===== config.mk =====
export PLATFORM = sky130hd
export DESIGN_NAME = tt_load_drain_ctrl
export DESIGN_NICKNAME = d
export VERILOG_FILES = /design/src/rtl/tt_vpu_ovi_pkg.sv /design/src/rtl/tt_load_drain_ctrl.sv
export SDC_FILE = /design/constraint.sdc
export NUM_CORES = 1
export LEC_CHECK = 0
export CAP_MARGIN = 5
export CELL_PAD_IN_SITES_DETAIL_PLACEMENT = 0
export CELL_PAD_IN_SITES_GLOBAL_PLACEMENT = 1
export CORE_MARGIN = 2
export CORE_UTILIZATION = 34
export CTS_BUF_LIST = sky130_fd_sc_hd__clkbuf_8
export DETAILED_ROUTE_END_ITERATION = 7
export GPL_TIMING_DRIVEN = 0
export PLACE_DENSITY = 0.9
export SLEW_MARGIN = 20
export SYNTH_ARGS = -nofsm -noshare
export SYNTH_HDL_FRONTEND = slang
export SYNTH_SLANG_ARGS = --single-unit

===== constraint.sdc =====
create_clock -name clk -period 3.8 [get_ports clk]
set_clock_uncertainty 0.2 [all_clocks]
set_input_delay 0.76 -clock clk [delete_from_list [all_inputs] [get_ports clk]]
set_output_delay 0.76 -clock clk [all_outputs]
set_load 0.01 [all_outputs]

===== src/rtl/tt_vpu_ovi_pkg.sv =====
// Shared constants and types for the load-drain sequencer.
package tt_vpu_ovi_pkg;

  localparam int unsigned LQ_DEPTH = 8;
  localparam int unsigned LQID_W   = 3;
  localparam int unsigned SB_ID_W  = 5;
  localparam int unsigned CNT_W    = 4;

  typedef enum logic [1:0] {
    IDLE   = 2'd0,
    ACTIVE = 2'd1,
    FINISH = 2'd2
  } drain_state_e;

  typedef struct packed {
    logic [SB_ID_W-1:0] sb_id;
    logic [CNT_W-1:0]   ref_count;
    logic [LQID_W-1:0]  lqid_start;
  } drain_req_t;

endpackage


===== src/rtl/tt_load_drain_ctrl.sv =====
// Load-drain sequencer: accepts one scoreboard drain request, walks its LQ
// entries in order (wrapping), issues one read per handshake, then pulses done.
module tt_load_drain_ctrl
  import tt_vpu_ovi_pkg::*;
(
  input  logic                clk,
  input  logic                reset_n,
  input  logic                i_drain_req,
  input  logic [SB_ID_W-1:0]  i_drain_sb_id,
  input  logic [CNT_W-1:0]    i_drain_ref_count,
  input  logic [LQID_W-1:0]   i_drain_lqid_start,
  output logic                o_draining,
  input  logic [LQ_DEPTH-1:0] i_lq_valid,
  output logic                o_rd_valid,
  output logic [LQID_W-1:0]   o_rd_lqid,
  output logic                o_rd_last,
  input  logic                i_rd_ready,
  output logic                o_done,
  output logic [SB_ID_W-1:0]  o_done_sb_id,
  output logic                o_busy
);

  drain_state_e       state, state_nxt;
  logic [LQID_W-1:0]  cur_lqid, cur_lqid_nxt;
  logic [CNT_W-1:0]   remaining, remaining_nxt;
  logic [SB_ID_W-1:0] sb_id_q, sb_id_nxt;
  drain_req_t         req;
  logic               rd_valid;
  logic               xfer;

  assign req = '{sb_id: i_drain_sb_id, ref_count: i_drain_ref_count,
                 lqid_start: i_drain_lqid_start};

  assign o_busy = (state != IDLE);

  // State and per-load context registers.
  always_ff @(posedge clk or negedge reset_n) begin
    if (!reset_n) begin
      state     <= IDLE;
      cur_lqid  <= '0;
      remaining <= '0;
      sb_id_q   <= '0;
    end else begin
      state     <= state_nxt;
      cur_lqid  <= cur_lqid_nxt;
      remaining <= remaining_nxt;
      sb_id_q   <= sb_id_nxt;
    end
  end

  // Next-state, context update and handshake outputs.
  always_comb begin
    state_nxt     = state;
    cur_lqid_nxt  = cur_lqid;
    remaining_nxt = remaining;
    sb_id_nxt     = sb_id_q;
    rd_valid      = 1'b0;
    xfer          = 1'b0;
    o_draining    = 1'b0;
    o_rd_valid    = 1'b0;
    o_rd_lqid     = '0;
    o_rd_last     = 1'b0;
    o_done        = 1'b0;
    o_done_sb_id  = '0;

    case (state)
      IDLE: begin
        // Echo the request so the scoreboard never sees "complete" on accept;
        // forced low while reset is asserted.
        o_draining = i_drain_req & reset_n;
        if (i_drain_req) begin
          cur_lqid_nxt  = req.lqid_start;
          remaining_nxt = req.ref_count;
          sb_id_nxt     = req.sb_id;
          state_nxt     = (req.ref_count == '0) ? FINISH : ACTIVE;
        end
      end
      ACTIVE: begin
        rd_valid   = i_lq_valid[cur_lqid];
        xfer       = rd_valid & i_rd_ready;
        o_draining = 1'b1;
        o_rd_valid = rd_valid;
        o_rd_lqid  = cur_lqid;
        o_rd_last  = (remaining == CNT_W'(1));
        if (xfer) begin
          cur_lqid_nxt  = cur_lqid + LQID_W'(1);
          remaining_nxt = remaining - CNT_W'(1);
          if (remaining == CNT_W'(1)) begin
            state_nxt = FINISH;
          end
        end
      end
      FINISH: begin
        o_done       = 1'b1;
        o_done_sb_id = sb_id_q;
        state_nxt    = IDLE;
      end
      default: begin
        state_nxt = IDLE;
      end
    endcase
  end

  // A load can never own more entries than the queue holds.
  a_ref_count_legal: assert property (@(posedge clk) disable iff (!reset_n)
    (state == IDLE && i_drain_req) |-> (32'(i_drain_ref_count) <= LQ_DEPTH));

endmodule

### Word level (Yosys, flattened, before mapping)

Index checks and enable logic that the tools add are counted.

| word-level totals | value |
|---|---|
| flip-flop bits (word level) | 14 |
| output and inout bits | 13 |
| word-level logic and storage cells | 41 |

| operators by class | value |
|---|---|
| $add $sub $neg | 2 |
| $lt $le $gt $ge | 1 |
| eq/ne operators | 6 |
| mux-type cells | 19 |
| bitwise logic cells | 2 |
| reduce and logical (&&, ||, !) cells | 7 |

Operators with widths:

| kind | number |
|---|---|
| $mux W3 | 3 |
| $mux W2 | 4 |
| $mux W4 | 2 |
| $pmux W4 S2 | 1 |
| $ne A2 B2 Y1 const B | 3 |
| $pmux W3 S2 | 1 |
| $reduce_and A3 Y1 | 2 |
| $mux W5 | 1 |
| $eq A4 B1 Y1 const B | 1 |
| $logic_not A4 Y1 | 1 |
| $lt A3 B4 Y1 const B | 1 |
| $mux W1 | 4 |
| $pmux W2 S2 | 1 |
| $reduce_bool A2 Y1 | 2 |
| $sub A4 B1 Y4 const B | 1 |
| $add A3 B1 Y3 const B | 1 |
| $bmux W1 S3 | 1 |
| $and A1 B1 Y1 | 2 |
| $eq A2 B1 Y1 const B | 1 |
| $eq A2 B2 Y1 const B | 1 |
| $logic_not A2 Y1 | 1 |
| $pmux W1 S2 | 1 |
| $reduce_and A2 Y1 | 1 |

### Depth between registers and ports, before layout

Gate-level depths: netlist (run 1).

| logic depth | value |
|---|---|
| depth after elaboration | 5 |
| gate-level depth with buffers | 7 |
| gate-level depth less buffers | 5 |

### Least setup slack after synthesis (run 1)

Ideal clock, no wire load.

| timing path | value |
|---|---|
| kind | input port to output port |
| from | in i_lq_valid[6] |
| to | out o_rd_valid |
| arrival | 1.378 ns |
| setup slack | 1.462 ns |
| stages on the path | 4 |
| path buffers | 0 |
| cell sequence | mux2_4 a2bb2oi_2 nand3_1 nor2_1 |

| on the way | value |
|---|---|
| word-level cells in the longest chain between the ends | 3 |

Ends and longest elaborated chain:

| what | RTL line | source |
|---|---|---|
| from (decl) | tt_load_drain_ctrl.sv:13 | `input logic [LQ_DEPTH-1:0] i_lq_valid,` |
| $bmux W1 S3 | tt_load_drain_ctrl.sv:79 | `rd_valid = i_lq_valid[cur_lqid];` |
| $mux W1 (implied by the code) | tt_load_drain_ctrl.sv:79 |  |
| $mux W1 | tt_load_drain_ctrl.sv:66 | `case (state)` |
| to (decl) | tt_load_drain_ctrl.sv:14 | `output logic o_rd_valid,` |

Every way passes these cells. The select of a mux whose other input is x is not followed.

### Worst setup path in the final report (run 1)

| timing path | value |
|---|---|
| from | in reset_n |
| to | out o_draining |

| on the way | value |
|---|---|
| word-level cells in the longest chain between the ends | 2 |

Ends and longest elaborated chain:

| what | RTL line | source |
|---|---|---|
| from (decl) | tt_load_drain_ctrl.sv:7 | `input logic reset_n,` |
| $and A1 B1 Y1 | tt_load_drain_ctrl.sv:70 | `o_draining = i_drain_req & reset_n;` |
| $pmux W1 S2 | tt_load_drain_ctrl.sv:66 |  |
| to (decl) | tt_load_drain_ctrl.sv:12 | `output logic o_draining,` |

Every way passes these cells.

==> results of run 1 <==
-- cells in the final DEF (no fill, tap or decap) --
cell,count
clkdlybuf4s50_1,36
ha_1,3
clkbuf_8,5
buf_6,2
or3_1,1
nand4b_4,1
nand2b_1,1
clkbuf_1,1
nor2_1,7
nand3b_1,1
inv_1,7
a2bb2oi_2,1
o211ai_1,2
dfrtp_1,14
nor3_1,1
mux2_4,1
mux2i_1,3
a32oi_1,1
a21oi_1,3
nand2_1,26
a31oi_1,1
and2_2,1
nor4_1,1
o22ai_1,2
o22ai_2,1
o21ai_0,4
o211ai_2,2
and2_1,8
nor2b_1,3
o311ai_1,3
nand3_1,2
-- sequential cells by signal, indices dropped and copies added, names as in the netlist --
signal and cells:
sb_id_q 5, remaining 4, state 2, cur_lqid 3
-- layer usage --
metal,GRT usage,wire (um)
met1,0.195,983
met5,0,0
met4,0.0850,27
met3,0.0163,75
met2,0.250,1120
-- stage by stage --
stage	power (mW)	cells	setup slack, ns
2_1_floorplan	0.605	105	1.46
3_3_place_gp	0.771	171	0.342
3_5_place_dp	0.783	171	0.355
4_1_cts	0.931	175	0.354
5_1_grt	1.01	175	0.247
6_report	0.923	175	0.405
-- layout make-up --
type / count / area, um2
timing repair buffer: 36 / 360
sequential: 14 / 350
tap: 30 / 37.5
multi-input combinational: 80 / 504
buffer: 4 / 40.0
fill: 240 / 1150
inverter: 7 / 26.3
clock buffer: 4 / 55.1
-- power breakdown --
| group | internal (mW) | leakage, nW | total, mW | switching [mW] |
|---|---|---|---|---|
| Combinational | 0.260 | 0.407 | 0.501 | 0.242 |
| Sequential | 0.218 | 0.169 | 0.279 | 0.0610 |
| Clock | 0.0916 | 0.0288 | 0.142 | 0.0508 |
| Total | 0.569 | 0.605 | 0.923 | 0.354 |
-- cells by family after synthesis --
family	after synthesis	share of synthesized area
simple gates	53	0.288
compound gates	20	0.170
flops	14	0.380
buf+inv	11	0.0720
mux	4	0.0489
fa+ha+maj	3	0.0408
-- worst min-delay path, delay by kind of cell (launching register included) --
family        cells  cell delay (ns)
flops             1             0.34
simple gates      2             0.10
-- worst min-delay path by stage --
| stage | endpoint | slack, ns | cells past startpoint |
|---|---|---|---|
| finish | sb_id_q[0]$_DFFE_PN0P_ | 0.27 | 2 |
| global placement | sb_id_q[3]$_DFFE_PN0P_ | 0.25 | 2 |
| global route | sb_id_q[1]$_DFFE_PN0P_ | 0.30 | 2 |
| floorplan | sb_id_q[0]$_DFFE_PN0P_ | 0.24 | 2 |
| detailed placement | sb_id_q[0]$_DFFE_PN0P_ | 0.27 | 2 |
| CTS | sb_id_q[0]$_DFFE_PN0P_ | 0.28 | 2 |
==> impl_metrics.csv, run 1 <==
group,metric,value,unit
pwr,power.density,672,mW/mm2
global_routing,antenna_found_initial,0,
cts,numCtsBuffers,3,
detailed_routing,routed_wirelength,2210,um
cts,cts.clk_slew.worst_paths,0.06,ns
critical_path,rrSetupSlack,1.95,ns
sta,slew_headroom,0.574,
synthesis,synth_largest_area_cell,"dfrtp_1",
sta,finalHoldViolCount,0,
synthesis,synthCells,105,
detailed_routing,dr.first_iter.drc_count,7,
global_routing,grt_usage,0.153,
hold_path,min_from,"sb_id_q[0]$_DFFE_PN0P_",
sta,setup_viol,0,
sta,fin_crit,3.39,ns
cts,clock_sinks,14,
floorplan,die_y,56.0,um
synthesis,synth_edf_count,0,
critical_path,critPathCaptureType,"primary output",
floorplan,fp-row-count,18,
floorplan,start_util,0.365,
cts,h-tree-depth,1,
floorplan,die_w,56.0,um
global_routing,grt_pass1_wl,3790,um
pwr,peakVddDrop,0.400,mV
synthesis,ys_ff_latch,14,
critical_path,required,2.84,ns
global_routing,overflow,0,
critical_path,cp.arrival,2.43,ns
final_layout,drive_above_1_share,0.0966,
cts,cts_resized,0,
pwr,p_leak,0.605,nW
final_layout,syn_to_final_growth,49.2,%
final_layout,fin_util,0.545,
cts,cts_tree,"yes",
sta,slew_violations,0,
sta,holdWs,0.270,ns
detailed_routing,wl_per_cell,12.6,um
global_routing,grt_start_max_net_pins,16,
job,maxCapViolCount,0,
cts,postCtsSetupRepairBufs,0,
placement,place_area,0.00132,mm2
synthesis,async_reset_ff_frac,1.00,
detailed_routing,drc,0,
critical_path,startpoint,"reset_n",
detailed_routing,final_antenna_net_count,0,
floorplan,io_pins,37,
critical_path,crit_top_cell,"clkdlybuf4s50_1",
floorplan,core-area,0.00252,mm2
cts,root_buffer,"clkbuf_8",
sta,rsz0062_at_grt,"no",
detailed_routing,via_per_inst,5.02,
sta,tns,0,ns
final_layout,diodes,0,
cts,clockBufferDepth,2,
critical_path,cpPeakStageDelay,0.88,ns
placement,place.gp.congestion,0.783,
floorplan,dieArea,0.00314,mm2
critical_path,crit_path_end,"o_draining",
critical_path,path_class,"input port to primary output",
critical_path,r2r_end,"cur_lqid[2]$_DFFE_PN0P_",
critical_path,crit_slowest_cell,"clkdlybuf4s50_1",
sta,finalCritPeriodShare,0.893,
critical_path,cp.depth,4,
cts,clk_latency,0.24,ns
critical_path,critical_path.cell_chain,"clkdlybuf4s50_1 > a21oi_1 > nor2_1 > clkdlybuf4s50_1",
synthesis,yosysWarnings,0,
synthesis,synth.top_cell.area_share,0.380,
critical_path,cp_max_fo,15,
synthesis,synthTopCellsByArea,"dfrtp_1, nand2_1, and2_1, ha_1, mux2i_1",
synthesis,synthesis.nets,132,
outcome,outcome,"finished, final reports clean",
synthesis,synth_commonest_cells,"nand2_1, dfrtp_1, and2_1",
critical_path,r2r_start,"cur_lqid[0]$_DFFE_PN0P_",
synthesis,ys.flop_type,"dfrtp_1",
hold_path,min_path_type,"flip-flop to flip-flop",
synthesis,yosysSeqAreaShare,0.380,
synthesis,yosysMostFrequentCell,"nand2_1",
sta,worstMarginPinSlew,0.637,ns
final_layout,final_net_count,173,
critical_path,critical-path-top-delay-family,"buffers and inverters",
synthesis,synth_cell_types,30,
detailed_routing,firstDrtPassIters,4,
cts,postCtsHoldBufs,0,
placement,dp_hpwl,1680,um
synthesis,syn_area,921,um2
detailed_routing,vias,879,
synthesis,syn_area_per_cell,8.77,um2
final_layout,post-route-cell-area,0.00137,mm2
global_routing,grt_pass1_vias,865,
critical_path,critPathBufInv,2,
sta,fmax,295,MHz
critical_path,r2r_cells,7,
placement,io_buffers,36,
critical_path,startpoint_type,"input port",
(Power assumes the default switching activity.)
==> run 2, diff against run 1 <==
--- a/config.mk
+++ b/config.mk
@@ -5,12 +5,14 @@
 export SDC_FILE = /design/constraint.sdc
 export NUM_CORES = 1
 export LEC_CHECK = 0
+export ABC_AREA = 0
 export CAP_MARGIN = 5
 export CELL_PAD_IN_SITES_DETAIL_PLACEMENT = 0
 export CELL_PAD_IN_SITES_GLOBAL_PLACEMENT = 1
 export CORE_MARGIN = 2
 export CORE_UTILIZATION = 34
 export CTS_BUF_LIST = sky130_fd_sc_hd__clkbuf_8
+export CTS_CLUSTER_SIZE = 40
 export DETAILED_ROUTE_END_ITERATION = 7
 export GPL_TIMING_DRIVEN = 0
 export PLACE_DENSITY = 0.9
==> results of run 2 <==
Final layout, timing and power as in run 1 (identical DEF).
==> run 3, diff against run 2 <==
--- a/config.mk
+++ b/config.mk
@@ -9,7 +9,7 @@
 export CAP_MARGIN = 5
 export CELL_PAD_IN_SITES_DETAIL_PLACEMENT = 0
 export CELL_PAD_IN_SITES_GLOBAL_PLACEMENT = 1
-export CORE_MARGIN = 2
+export CORE_MARGIN = 3
 export CORE_UTILIZATION = 34
 export CTS_BUF_LIST = sky130_fd_sc_hd__clkbuf_8
 export CTS_CLUSTER_SIZE = 40
==> impl_metrics.csv, run 3 (same netlist as run 1, synthesis figures left out) <==
group,metric,value,unit
outcome,outcome,"finished, final reports clean",
placement,place.gp.congestion,0.799,
cts,clock_sinks,14,
sta,worstMarginPinSlew,0.653,ns
floorplan,io_pins,37,
final_layout,drive_above_1_share,0.0966,
pwr,sw_frac_of_total,0.384,
critical_path,critical-path-top-delay-family,"buffers and inverters",
critical_path,r2r_cells,7,
cts,root_buffer,"clkbuf_8",
floorplan,dieArea,0.00337,mm2
final_layout,largest_reg_flops,5,
final_layout,reg_top3,"sb_id_q x5, remaining x4, cur_lqid x3",
hold_path,min_path_type,"flip-flop to flip-flop",
critical_path,critPathBufInv,2,
detailed_routing,routed_wirelength,2250,um
placement,dp_hpwl,1740,um
cts,postCtsHoldBufs,0,
cts,numCtsBuffers,3,
final_layout,final_cell_mix,"clkdlybuf4s50_1, nand2_1, dfrtp_1, and2_1",
critical_path,critPathCaptureType,"primary output",
cts,cts_tree,"yes",
final_layout,syn_to_final_growth,49.2,%
final_layout,final_net_count,173,
sta,rsz0062_at_grt,"no",
pwr,p_comb_frac,0.542,
detailed_routing,firstDrtPassIters,4,
sta,setup_viol,0,
critical_path,r2r_start,"cur_lqid[0]$_DFFE_PN0P_",
detailed_routing,final_antenna_net_count,0,
sta,slew_violations,0,
detailed_routing,drc,0,
critical_path,rrSetupSlack,1.95,ns
detailed_routing,vias,865,
critical_path,r2r_end,"cur_lqid[2]$_DFFE_PN0P_",
final_layout,top_register,"sb_id_q",
detailed_routing,via_per_inst,4.94,
detailed_routing,wl_per_cell,12.9,um
pwr,internal-power,0.569,mW
pwr,p_leak,0.605,nW
critical_path,critical_path.cell_chain,"clkdlybuf4s50_1 > a21oi_1 > nor2_1 > clkdlybuf4s50_1",
cts,cts.clk_slew.worst_paths,0.06,ns
pwr,seqPwrFrac,0.302,
floorplan,fp-row-count,18,
global_routing,antenna_found_initial,0,
critical_path,crit_top_cell,"clkdlybuf4s50_1",
pwr,power.density,672,mW/mm2
pwr,power.switching,0.354,mW
critical_path,required,2.84,ns
cts,postCtsSetupRepairBufs,0,
final_layout,layout_commonest_cell,"clkdlybuf4s50_1",
global_routing,grt_pass1_vias,837,
cts,clockBufferDepth,2,
placement,dp_cells,171,
hold_path,holdPathEnd,"sb_id_q[0]$_DFFE_PN0P_",
global_routing,grt_usage,0.149,
critical_path,startpoint_type,"input port",
global_routing,grt_pass1_wl,3910,um
pwr,peakVddDrop,0.369,mV
final_layout,diodes,0,
global_routing,overflow,0,
floorplan,die_w,58.0,um
floorplan,core-area,0.00252,mm2
cts,cts_resized,0,
critical_path,crit_slowest_cell,"clkdlybuf4s50_1",
placement,io_buffers,36,
detailed_routing,dr.first_iter.drc_count,20,
critical_path,cp.arrival,2.45,ns
hold_path,hold_path_depth,2,
sta,fmax,293,MHz
cts,clk_latency,0.24,ns
sta,slew_headroom,0.563,
global_routing,grt_start_max_net_pins,16,
critical_path,cp_max_fo,15,
critical_path,path_class,"input port to primary output",
sta,finalCritPeriodShare,0.899,
pwr,clockPowerShare,0.156,
sta,tns,0,ns
floorplan,start_util,0.365,
hold_path,min_from,"sb_id_q[0]$_DFFE_PN0P_",
sta,fin_crit,3.41,ns
final_layout,finalNonFillerCells,175,
sta,finalHoldViolCount,0,
cts,h-tree-depth,1,
critical_path,cpPeakStageDelay,0.89,ns
job,maxCapViolCount,0,
floorplan,die_y,58.0,um
==> run 3: cell counts in the layout (fill, tap and decap cells not counted) <==
No cell type changed its count.
==> run 3: worst max path at each step <==
stage                 endpoint  slack (ns)           from  cells after the start
floorplan           o_rd_valid        1.46  i_lq_valid[6]                      4
global placement    o_draining        0.35        reset_n                      4
detailed placement  o_draining        0.34        reset_n                      4
CTS                 o_draining        0.34        reset_n                      4
global route        o_draining        0.22        reset_n                      4
finish              o_draining        0.39        reset_n                      4
==> run 3: area by class of cell <==
| class | instances | area, um2 |
|---|---|---|
| fillers | 245 | 1150 |
| inverters | 7 | 26.3 |
| well taps | 30 | 37.5 |
| flip-flops and latches | 14 | 350 |
| multi-input cells | 80 | 504 |
| repair buffers | 36 | 360 |
| clock buffers | 4 | 55.1 |
| plain buffers | 4 | 40.0 |
==> run 3: layer usage <==
metal	vias up	routed length, um	global-route usage
li1	442	-	-
met2	15	1110	0.232
met5	-	0	0
met1	404	1010	0.208
met3	4	105	0.0334
met4	0	21	0.0397
==> run 3: worst register-to-register path, stage by stage, from the launching register on <==
cell and delay, ns:
dfrtp_1 0.39, buf_6 0.15, mux2_4 0.20, a2bb2oi_2 0.21, nand4b_4 0.16, buf_6 0.18
o211ai_2 0.13, o311ai_1 0.10
==> run 3: through the flow <==
step | setup WS [ns] | instance area [um2] | total power [mW] | utilization | hold slack (ns)
3_3_place_gp | 0.348 | 1320 | 0.770 | 0.523 | 0.252
5_1_grt | 0.220 | 1370 | 1.01 | 0.545 | 0.297
4_1_cts | 0.341 | 1370 | 0.933 | 0.545 | 0.270
3_5_place_dp | 0.344 | 1320 | 0.785 | 0.523 | 0.254
6_report | 0.385 | 1370 | 0.924 | 0.545 | 0.264
2_1_floorplan | 1.46 | 921 | 0.605 | - | 0.237
==> run 3: power by group through the flow <==
stage / clock network [mW] / logic, mW / registers [mW]
after floorplan: 0 / 0.341 / 0.265
after global placement: 0 / 0.492 / 0.277
after detailed placement: 0 / 0.503 / 0.282
after CTS: 0.147 / 0.507 / 0.279
after global routing: 0.155 / 0.566 / 0.291
final: 0.144 / 0.500 / 0.279
